==> src/rtl/seq_detector_pkg.sv <==
// seq_detector_pkg: shared constants and helpers for the serial pattern detector
package seq_detector_pkg;
    localparam int SEQ_PAT_W_MIN = 2;
    localparam int SEQ_PAT_W_MAX = 32;
    localparam logic [2:0] SEQ_DEFAULT_PATTERN = 3'b110;
    function automatic int seq_fill_width(input int pat_width);
        return $clog2(pat_width);
    endfunction
endpackage

==> src/rtl/seq_history.sv <==
// seq_history: accepted-bit history, fill level and current pattern of the detector
// Ports: clk, rst (async, active-high); en/b accepted bit; pat_load/pat_in pattern reload;
//        match (same-cycle detection from the top); hist last PAT_WIDTH-1 bits (LSB newest);
//        pat current pattern; window_full set once PAT_WIDTH-1 bits are held.
module seq_history
    import seq_detector_pkg::*;
#(
    parameter int PAT_WIDTH = 3,
    parameter logic [PAT_WIDTH-1:0] PATTERN = PAT_WIDTH'(SEQ_DEFAULT_PATTERN),
    parameter int OVERLAP = 1
) (
    input  logic                 clk,
    input  logic                 rst,
    input  logic                 en,
    input  logic                 b,
    input  logic                 pat_load,
    input  logic [PAT_WIDTH-1:0] pat_in,
    input  logic                 match,
    output logic [PAT_WIDTH-2:0] hist,
    output logic [PAT_WIDTH-1:0] pat,
    output logic                 window_full
);
    localparam int FW = seq_fill_width(PAT_WIDTH);
    localparam logic [FW-1:0] FILL_MAX = FW'(PAT_WIDTH - 1);
    logic [PAT_WIDTH-2:0] hist_q, hist_d;
    logic [FW-1:0] fill_q, fill_d;
    logic [PAT_WIDTH-1:0] pat_q, pat_d;
    always_comb begin
        hist_d = hist_q;
        fill_d = fill_q;
        pat_d  = pat_q;
        if (pat_load) begin
            pat_d  = pat_in;
            fill_d = '0;
        end else if (en) begin
            hist_d = (PAT_WIDTH-1)'({hist_q, b});
            // non-overlapping mode restarts the window so the next match needs fresh bits
            fill_d = (match && OVERLAP == 0) ? '0 : (fill_q == FILL_MAX) ? fill_q : fill_q + 1'b1;
        end
    end
    always_ff @(posedge clk or posedge rst) begin
        if (rst) begin
            hist_q <= '0;
            fill_q <= '0;
            pat_q  <= PATTERN;
        end else begin
            hist_q <= hist_d;
            fill_q <= fill_d;
            pat_q  <= pat_d;
        end
    end
    assign hist        = hist_q;
    assign pat         = pat_q;
    assign window_full = fill_q == FILL_MAX;
endmodule

==> src/rtl/seq_detector.sv <==
// seq_detector: parametrised serial bit-pattern detector with same-cycle Mealy match
// Ports: clk, rst (async, active-high); en qualifies b; b serial bit (MSB of pattern oldest);
//        pat_load/pat_in reload pattern and clear fill/count; d combinational match;
//        match_count saturating match counter.
// Build option: define SEQ_DETECTOR_COUNT_EN to build the match counter, otherwise it reads 0.
module seq_detector
    import seq_detector_pkg::*;
#(
    parameter int PAT_WIDTH = 3,
    parameter logic [PAT_WIDTH-1:0] PATTERN = PAT_WIDTH'(SEQ_DEFAULT_PATTERN),
    parameter int OVERLAP = 1,
    parameter int CNT_WIDTH = 8
) (
    input  logic                 clk,
    input  logic                 rst,
    input  logic                 en,
    input  logic                 b,
    input  logic                 pat_load,
    input  logic [PAT_WIDTH-1:0] pat_in,
    output logic                 d,
    output logic [CNT_WIDTH-1:0] match_count
);
    logic [PAT_WIDTH-2:0] hist;
    logic [PAT_WIDTH-1:0] pat;
    logic window_full;
    seq_history #(
        .PAT_WIDTH(PAT_WIDTH),
        .PATTERN  (PATTERN),
        .OVERLAP  (OVERLAP)
    ) u_hist (
        .clk        (clk),
        .rst        (rst),
        .en         (en),
        .b          (b),
        .pat_load   (pat_load),
        .pat_in     (pat_in),
        .match      (d),
        .hist       (hist),
        .pat        (pat),
        .window_full(window_full)
    );
    assign d = en && !pat_load && window_full && ({hist, b} == pat);
`ifdef SEQ_DETECTOR_COUNT_EN
    logic [CNT_WIDTH-1:0] cnt_q, cnt_d;
    always_comb cnt_d = pat_load ? '0 : (d && cnt_q != '1) ? cnt_q + 1'b1 : cnt_q;
    always_ff @(posedge clk or posedge rst) begin
        if (rst) cnt_q <= '0;
        else     cnt_q <= cnt_d;
    end
    assign match_count = cnt_q;
`else
    assign match_count = '0;
`endif
endmodule
==> config.mk <==
export PLATFORM = sky130hd
export DESIGN_NAME = seq_detector
export DESIGN_NICKNAME = d
export VERILOG_FILES = /design/src/rtl/seq_detector_pkg.sv /design/src/rtl/seq_history.sv /design/src/rtl/seq_detector.sv
export SDC_FILE = /design/constraint.sdc
export NUM_CORES = 1
export LEC_CHECK = 0
export BUFFER_PORTS_ARGS = -buffer_cell sky130_fd_sc_hd__buf_2
export CORE_AREA = 2 2 39 41
export DETAILED_ROUTE_END_ITERATION = 12
export DIE_AREA = 0 0 41 43
export SETUP_SLACK_MARGIN = 0.3
export SLEW_MARGIN = 10
export SYNTH_ARGS = -nofsm -noshare
export SYNTH_HDL_FRONTEND = slang
export SYNTH_SLANG_ARGS = --single-unit
==> constraint.sdc <==
create_clock -name clk -period 3 [get_ports clk]
set_clock_uncertainty 0.2 [all_clocks]
set_input_delay 0.15 -clock clk [delete_from_list [all_inputs] [get_ports clk]]
set_output_delay 0.15 -clock clk [all_outputs]
set_load 0.005 [all_outputs]
==> results.cfg <==
[status]
status = finished, final reports clean

[cts]
hold_buffers = 6
cts.sinks = 7
cts_resized = 0
cts_tree = built
htree_levels = 1
cts_root_buf = clkbuf_4
insertion_delay_ps = 260
clk_pin_slew_ps = 60
post_cts_buffers = 0
clk_path_buf_depth = 2
cts_buffers = 3

[yosys]
post_synth_xor_area_fraction_pct = 8.485
synth_compound_area_share_pct = 1.818
synthCells = 35
netlist_area_sq_um = 412.9
syn_area_per_cell_sq_um = 11.80
synthMuxAreaShare_pct = 15.45
ys_ff_latch = 7
yosys.area_share.simple_pct = 10.91
synth.distinct_cells = 16
seq_area_frac_synth_pct = 43.03
yosysWarnings = 0
synth_top_family_by_area = buffers and inverters
synth_fa_ha_area_share_pct = 3.030

[pwr]
power_leakage_nw = 0.2591
cellPowerDensity_nw_per_um2 = 496.2
peakVddDrop_mv = 0.2713

[floorplan]
dieWidth_um = 41
die_y_um = 43
initial_utilization_pct = 29.84
io_pins = 17
core-area_sq_um = 1384
die-area_sq_um = 1763
row_count = 14

[routing]
num_vias = 274
via_per_inst = 4.029
final_antenna_net_count = 0
wl_per_cell_um = 9.074
firstDrtPassIters = 1
wl_um = 617
post-route-drc-count = 0
drt_iter0_markers = 0

[sta]
fmax_mhz = 571.7
tns_ps = 0
finalHoldViolCount = 0
fin_crit_sh_pct = 58.30
slew_viol_final = 0
fin_hold_ws_ps = 76.94
rsz0062_at_grt = no
setup_viol = 0
min_period_ps = 1749

[min_path]
min_path_type = input pin to flip-flop

[global_routing]
grt_pass1_wl_mm = 1.173
grt_overflow = 0
grt_util_all_layers_pct = 10.55
antenna_found_initial = 0
grt_pass1_vias = 282
grt_start_max_net_pins = 8

[cells_and_area]
ff_latch_area_sq_um = 177.7
n_antenna_cell = 0
stdcell_count = 68
drive_above_1_share_pct = 40.38
syn_to_final_growth_pct = 27.27
fin_util_pct = 37.97
fill_cells = 147
final_area_sq_um = 525.5
fin_nets = 62
multi_input_area_sq_um = 193.9

[placement]
dp_hpwl_um = 486.6
placed_area_sq_um = 439.2
placed_cells = 58
port_buffers = 8
routabilityCongestion = 0.6678

[setup_path]
cp.required_ps = 2650
critPathMaxFanout = 6
endpoint_kind = output port
cp-start-kind = input pin
critPathArrivalTime_ps = 1400
r2r_setup_slack_ps = 1640
critPathKind = input pin to output port

[job]
max-cap-violations = 0
==> flip-flops by register name, indices dropped and copies added (netlist names) <==
| register | cells |
|---|---|
| u_hist.pat | 3 |
| u_hist.fill_q | 2 |
| u_hist.hist | 2 |
==> kinds of logic (layout without fill, tap and decap cells) <==
group	count (synthesis)	after routing
fa+ha+maj	1	1
simple gates	6	6
flops	7	7
compound gates	1	1
xor+xnor	4	4
mux	5	5
other cells	1	8
buf+inv	10	20
==> layout by cell type, fill, tap and decap left out <==
master,n
dfrtp_1,5
clkbuf_4,3
xor2_1,1
and2b_2,1
ha_1,1
clkbuf_1,1
xnor2_1,3
dlygate4sd3_1,6
buf_2,8
and4_1,1
a211oi_1,1
mux2_2,3
dfstp_2,2
conb_1,8
mux2_4,2
inv_1,2
nor2_2,1
nor2_1,2
nand2b_4,1
==> cell usage after synthesis, drive strengths merged <==
| master | count | share of area (%) |
|---|---|---|
| xor2 | 1 | 2.1 |
| conb | 1 | 0.91 |
| and4 | 1 | 2.1 |
| mux2 | 5 | 15 |
| nor2 | 3 | 3.3 |
| a211oi | 1 | 1.8 |
| xnor2 | 3 | 6.4 |
| dfstp | 2 | 13 |
| dfrtp | 5 | 30 |
| nand2b | 1 | 3.3 |
| buf | 8 | 15 |
| ha | 1 | 3.0 |
| inv | 2 | 1.8 |
| and2b | 1 | 2.1 |
==> worst max-delay path, stage by stage <==
cell           delay (ps)
dlygate4sd3_1         530
buf_2                 160
nand2b_4              170
nor2_2                 70
and4_1                200
buf_2                 110
==> final timing paths <==
path	start	endpoint	cells after the start
setup / recovery	pat_load	d	6
hold / removal	en	u_hist.hist[0]	3
setup reg to reg	u_hist.fill_q[0]	u_hist.fill_q[1]	5
hold reg to reg	u_hist.pat[0]	u_hist.pat[0]	1
max in group asynchronous	rst	u_hist.pat[1]	3
min in group asynchronous	rst	u_hist.fill_q[0]	3
==> stage by stage <==
| stage | worst slack, ps | power [mW] |
|---|---|---|
| 6_report | 1251 | 0.2607 |
| 2_1_floorplan | 1705 | 0.1631 |
| 5_1_grt | 1202 | 0.2835 |
| 4_1_cts | 1246 | 0.2672 |
| 3_5_place_dp | 1630 | 0.1690 |
| 3_3_place_gp | 1671 | 0.1674 |
==> area by class of cell <==
cell class / instances / area share (%)
Timing Repair Buffer: 14 / 19.05
Sequential cell: 7 / 33.81
Clock buffer: 4 / 5.000
Tap cell: 16 / 3.810
Inverter: 2 / 1.429
Multi-Input combinational cell: 25 / 36.90
==> layer usage <==
metal  vias to the layer above  wire (um)  track usage (%)
met3                         3         41            7.853
met5                         -          0                0
li1                        130          -                -
met4                         0         10            6.000
met2                        11        310            12.50
met1                       130        254            13.29
==> power breakdown <==
group	leakage, nW	internal [mW]	switching (mW)
sequential	0.0824	0.110	0.00930
clock	0.0150	0.0509	0.0371
combinational	0.162	0.0335	0.0202
total	0.259	0.194	0.0666
Note: power is estimated with default switching activity, not from simulation.
